==> config.mk <==
export PLATFORM = sky130hd
export DESIGN_NAME = p12_eni_ctrl_flat
export DESIGN_NICKNAME = d
export VERILOG_FILES = /design/src/rtl/p12_eni_ctrl_if.sv /design/src/rtl/p12_eni_ctrl.sv /design/src/flat_wrapper.sv
export SDC_FILE = /design/constraint.sdc
export NUM_CORES = 1
export LEC_CHECK = 0
export ABC_AREA = 1
export ABC_CLOCK_PERIOD_IN_PS = 3900
export BUFFER_PORTS_ARGS = -buffer_cell sky130_fd_sc_hd__buf_2
export CAP_MARGIN = 0
export CORE_MARGIN = 2
export CORE_UTILIZATION = 35
export DETAILED_ROUTE_END_ITERATION = 16
export GPL_TIMING_DRIVEN = 1
export MAX_ROUTING_LAYER = met4
export PLACE_DENSITY = 0.53
export SYNTH_ARGS = -nofsm -noshare
export SYNTH_HDL_FRONTEND = slang
export SYNTH_SLANG_ARGS = --single-unit
==> constraint.sdc <==
create_clock -name clk -period 3.9 [get_ports clk]
set_clock_uncertainty 0.1 [all_clocks]
set_input_delay 0.39 -clock clk [delete_from_list [all_inputs] [get_ports clk]]
set_output_delay 0.39 -clock clk [all_outputs]
set_load 0.05 [all_outputs]
==> src/rtl/p12_eni_ctrl_if.sv <==
// Register-bus interface for the P12 input-enable sequencer: one write port plus a combinational read-back.
interface p12_eni_ctrl_if;
    logic       wr;
    logic       addr;
    logic [7:0] wdata;
    logic [7:0] rdata;

    modport master (output wr, output addr, output wdata, input rdata);
    modport slave  (input wr, input addr, input wdata, output rdata);
endinterface

==> src/rtl/p12_eni_ctrl.sv <==
// P12 input-enable sequencer: walks eni toward TARGET one bit at a time with a settle gap after each change.
// Optional build macro P12_ENI_LOCK_EN adds a sticky CTRL lock bit that freezes TARGET writes.
module p12_eni_ctrl #(
    parameter int WIDTH      = 3,
    parameter int SETTLE_CYC = 4
) (
    input  logic              clk,
    input  logic              resetb,
    p12_eni_ctrl_if.slave     bus,
    output logic [WIDTH-1:0]  eni,
    output logic              busy,
    output logic              done
);

    typedef enum logic [1:0] {IDLE, STEP, SETTLE} state_e;

    localparam logic [7:0] SETTLE_LOAD = 8'(SETTLE_CYC - 1);

    state_e           state_q, state_d;
    logic [WIDTH-1:0] eni_q, eni_d;
    logic [WIDTH-1:0] tgt_q, tgt_d;
    logic [7:0]       cnt_q, cnt_d;
    logic             done_q, done_d;
    logic             lock;
    logic [WIDTH-1:0] diff;
    logic             tgt_wr;

`ifdef P12_ENI_LOCK_EN
    logic lock_q, lock_d;

    assign lock_d = lock_q | (bus.wr & bus.addr & bus.wdata[0]);

    always_ff @(posedge clk or negedge resetb) begin
        if (!resetb) lock_q <= 1'b0;
        else         lock_q <= lock_d;
    end

    assign lock = lock_q;
`else
    assign lock = 1'b0;
`endif

    // Lock is sampled pre-edge, so the write that sets it cannot itself be blocked.
    assign tgt_wr = bus.wr & ~bus.addr & ~lock;
    assign tgt_d  = tgt_wr ? bus.wdata[WIDTH-1:0] : tgt_q;
    assign diff   = eni_q ^ tgt_q;

    // NOTE: always_comb uses blocking assignments with every output defaulted first, so no latch is inferred.
    always_comb begin
        state_d = state_q;
        eni_d   = eni_q;
        cnt_d   = cnt_q;
        done_d  = 1'b0;
        unique case (state_q)
            IDLE: begin
                if (diff != '0) state_d = STEP;
            end
            STEP: begin
                // diff & -diff isolates the lowest differing bit.
                eni_d   = eni_q ^ (diff & (~diff + WIDTH'(1)));
                cnt_d   = SETTLE_LOAD;
                state_d = SETTLE;
            end
            SETTLE: begin
                if (cnt_q != 8'd0) begin
                    cnt_d = cnt_q - 8'd1;
                end else if (diff != '0) begin
                    state_d = STEP;
                end else begin
                    state_d = IDLE;
                    done_d  = 1'b1;
                end
            end
            default: state_d = IDLE;
        endcase
    end

    // NOTE: sequential state uses non-blocking assignments; every register has an explicit async reset value.
    always_ff @(posedge clk or negedge resetb) begin
        if (!resetb) begin
            state_q <= IDLE;
            eni_q   <= '0;
            tgt_q   <= '0;
            cnt_q   <= 8'd0;
            done_q  <= 1'b0;
        end else begin
            state_q <= state_d;
            eni_q   <= eni_d;
            tgt_q   <= tgt_d;
            cnt_q   <= cnt_d;
            done_q  <= done_d;
        end
    end

    assign eni  = eni_q;
    assign busy = (state_q != IDLE);
    assign done = done_q;

    always_comb begin
        logic [7:0] tgt_ext;
        logic [2:0] eni_ext;
        tgt_ext               = '0;
        tgt_ext[WIDTH-1:0]    = tgt_q;
        eni_ext               = '0;
        eni_ext[WIDTH-1:0]    = eni_q;
        bus.rdata = bus.addr ? {3'b000, busy, lock, eni_ext} : tgt_ext;
    end

endmodule

==> src/flat_wrapper.sv <==
// flat-port wrapper written by rule: the top's interface ports become plain ports
module p12_eni_ctrl_flat 
#(
    parameter int WIDTH      = 3,
    parameter int SETTLE_CYC = 4
)
  (clk, resetb, eni, busy, done, bus_wr, bus_addr, bus_wdata, bus_rdata);
  p12_eni_ctrl_if bus_i ();
  input  logic clk;
  input  logic resetb;
  output logic [WIDTH-1:0] eni;
  output logic busy;
  output logic done;
  input wire logic [$bits(bus_i.wr)-1:0] bus_wr;
  input wire logic [$bits(bus_i.addr)-1:0] bus_addr;
  input wire logic [$bits(bus_i.wdata)-1:0] bus_wdata;
  output wire logic [$bits(bus_i.rdata)-1:0] bus_rdata;
  assign bus_i.wr = bus_wr;
  assign bus_i.addr = bus_addr;
  assign bus_i.wdata = bus_wdata;
  assign bus_rdata = bus_i.rdata;
  p12_eni_ctrl #(.WIDTH(WIDTH), .SETTLE_CYC(SETTLE_CYC)) u_core (.clk(clk), .resetb(resetb), .bus(bus_i), .eni(eni), .busy(busy), .done(done));
endmodule
==> run_results.csv <==
group,metric,value,unit
placed_design,gp_congestion,0.862,
routing,postRouteAntennaNets,0,
sta,hold_viol,0,
grt,grt_remaining_overflow,0,
clock_tree,cts_repair_resize_count,0,
floorplan,placementRows,19,
worst_setup_path,critPathSlowestCell,"dfrtp_1",
placed_design,io_buffer_count,15,
routing,drtPass1Iterations,4,
hold_path,worstHoldEndpoint,"u_core.tgt_q[1]$_DFFE_PN0P_",
outcome,outcome,"completed",
grt,grt_pass1_vias,839,
sta,setup_tns,0,ns
routing,vias,861,
layout,area_growth,13.1,%
routing,detail_route.wl_per_cell,10.5,um
run,cap_violations,0,
layout,layout_commonest_cell,"nand2_1",
hold_path,min_path_type,"input pin to flip-flop",
clock_tree,clock_latency,0.29,ns
clock_tree,clk_pin_slew,0.11,ns
layout,nFillCells,298,
sta,finalCritPeriodShare,45.0,%
layout,design_area,0.00115,mm2
worst_setup_path,worstPathRequired,3.41,ns
logic_synthesis,synth.distinct_cells,19,
logic_synthesis,syn_area_per_cell,7.52,um2
pwr,peakVddDrop,403,uV
clock_tree,cts_htree_levels,1,
grt,grtUsageTotal,14.5,%
logic_synthesis,yosysTopAreaCell,"dfrtp_1",
grt,grt_pass1_wl,3.64,mm
grt,grt_max_degree,18,
logic_synthesis,ys_seq_elements,17,
worst_setup_path,worst_ep_arrival_time,1.27,ns
sta,report.final.setup_viol,0,
sta,fmax,0.570,GHz
layout,drive_above_1_share,18.8,%
clock_tree,numCtsBuffers,3,
floorplan,io_pins,25,
sta,fin_crit,1.76,ns
routing,drt-initial-drc-count,41,
logic_synthesis,synth_top_area_share,41.9,%
worst_setup_path,ff2ff_setup_slack,2.46,ns
hold_path,whs_path_depth,3,
floorplan,start_util,36.8,%
worst_setup_path,crit_type,"flip-flop to output port",
logic_synthesis,syn_area,0.00101,mm2
worst_setup_path,rr_worst_depth,9,
worst_setup_path,slowest_delay,0.52,ns
clock_tree,clock_path_buffers,2,
clock_tree,clock-sinks,17,
floorplan,dieWidth,57.8,um
placed_design,dpl-instance-area,0.00111,mm2
worst_setup_path,r2r-start,"u_core.cnt_q[0]$_DFFE_PN0P_",
hold_path,min_from,"bus_wdata[1]",
layout,antenna_cells,0,
logic_synthesis,yosysWarnings,0,
routing,drc,0,
clock_tree,postCtsSetupBuffers,0,
placed_design,dp_hpwl,1.53,mm
worst_setup_path,critPathCaptureType,"output port",
routing,vias_per_cell,4.65,
layout,layout_common_cells,"nand2_1 (38), nor2_1 (18), dfrtp_1 (17)",
pwr,p_per_area,870,mW/mm2
sta,holdWs,0.246,ns
clock_tree,cts_tree,"yes",
logic_synthesis,synth_area_leaders,"dfrtp_1 (42%), nand2_1 (14%), nor2_1 (6.7%)",
worst_setup_path,r2r_end,"u_core.cnt_q[3]$_DFFE_PN0P_",
clock_tree,root_buffer,"clkbuf_4",
worst_setup_path,cp_cell_sequence,"nor2_1 > nor2_1 > buf_2",
floorplan,dieArea,0.00335,mm2
sta,rsz0062_at_grt,"no",
layout,nNetsFinal,169,
logic_synthesis,seq_area_frac_synth,41.9,%
routing,wirelength,1.95,mm
logic_synthesis,synth_cells,135,
worst_setup_path,cp_max_fo,6,
floorplan,floorplan.die.height,57.8,um
floorplan,coreArea,0.00276,mm2
worst_setup_path,cp_common_cell,"nor2_1",
grt,antenna_found_initial,0,
pwr,total_power,0.999,mW
worst_setup_path,crit_path_start_kind,"flip-flop",
pwr,p_leak,0.632,nW
sta,finalMaxSlewViolations,0,
-- what timing repair did --
action | in CTS | in global routing
hold buffers | 1 | 0
hold endpoints to repair | 17 | 0
setup endpoints to repair | 0 | 0
-- logic make-up after synthesis --
family | Yosys count | synth area share (%)
simple gates | 78 | 36.4
buf+inv | 22 | 9.62
flops | 17 | 41.9
compound gates | 10 | 4.93
xor+xnor | 5 | 4.32
fa+ha+maj | 2 | 2.47
other cells | 1 | 0.370
-- power by group --
group	internal, mW	total [mW]	switching, mW
clock network	0.0381	0.0950	0.0569
registers	0.241	0.317	0.0759
logic	0.175	0.587	0.412
-- worst max path at each step --
stage                                  startpoint            to  slack [ns]  cells past startpoint
detailed placement                       bus_addr  bus_rdata[2]        2.44                      3
global route        u_core.state_q[0]$_DFFE_PN0P_  bus_rdata[4]        2.07                      3
finish              u_core.state_q[0]$_DFFE_PN0P_  bus_rdata[4]        2.14                      3
global placement                         bus_addr  bus_rdata[0]        2.45                      3
CTS                 u_core.state_q[0]$_DFFE_PN0P_  bus_rdata[4]        2.12                      3
floorplan             u_core.tgt_q[0]$_DFFE_PN0P_  bus_rdata[0]        1.88                      2
-- synth_stat cells --
cell type,count
a21oi_1,5
buf_4,4
conb_1,1
dfrtp_1,17
ha_1,2
inv_1,16
inv_2,2
nand2_1,38
nand2_4,4
nand3_1,9
nand4_1,3
nor2_1,18
nor2_2,1
nor2_4,3
nor3_1,2
o21ai_0,4
o21ai_1,1
xnor2_1,2
xor2_1,3
-- worst max-delay path, delay by kind of cell (launching register included) --
| family | cells | cell delay, ns |
|---|---|---|
| AND/OR/NAND/NOR | 2 | 0.20 |
| buffers and inverters | 1 | 0.26 |
| flip-flops | 1 | 0.52 |
-- through the flow --
stage / util [%] / instances / setup slack (ns)
finish: 41.6 / 185 / 2.14
global route: 41.6 / 185 / 2.07
CTS: 41.6 / 185 / 2.12
detailed placement: 40.2 / 180 / 2.44
global placement: 40.2 / 180 / 2.45
floorplan: - / 138 / 1.88
-- metal layers --
| layer | routed length [um] | GRT usage, % | vias to the layer above |
|---|---|---|---|
| met4 | 19 | 2.99 | 0 |
| met5 | 0 | - | - |
| li1 | - | - | 450 |
| met2 | 942 | 24.4 | 11 |
| met1 | 918 | 17.6 | 398 |
| met3 | 71 | 4.02 | 2 |
-- final cells by class --
cell class | count | area [um2] | area share (%)
Clock buffer | 3 | 22.5 | 1.96
Multi-Input combinational cell | 99 | 503 | 43.8
Clock inverter | 1 | 5.00 | 0.436
Tap cell | 31 | 38.8 | 3.38
Inverter | 18 | 67.6 | 5.89
Timing Repair Buffer | 16 | 85.1 | 7.42
Sequential cell | 17 | 425 | 37.1
(Power assumes the default switching activity.)
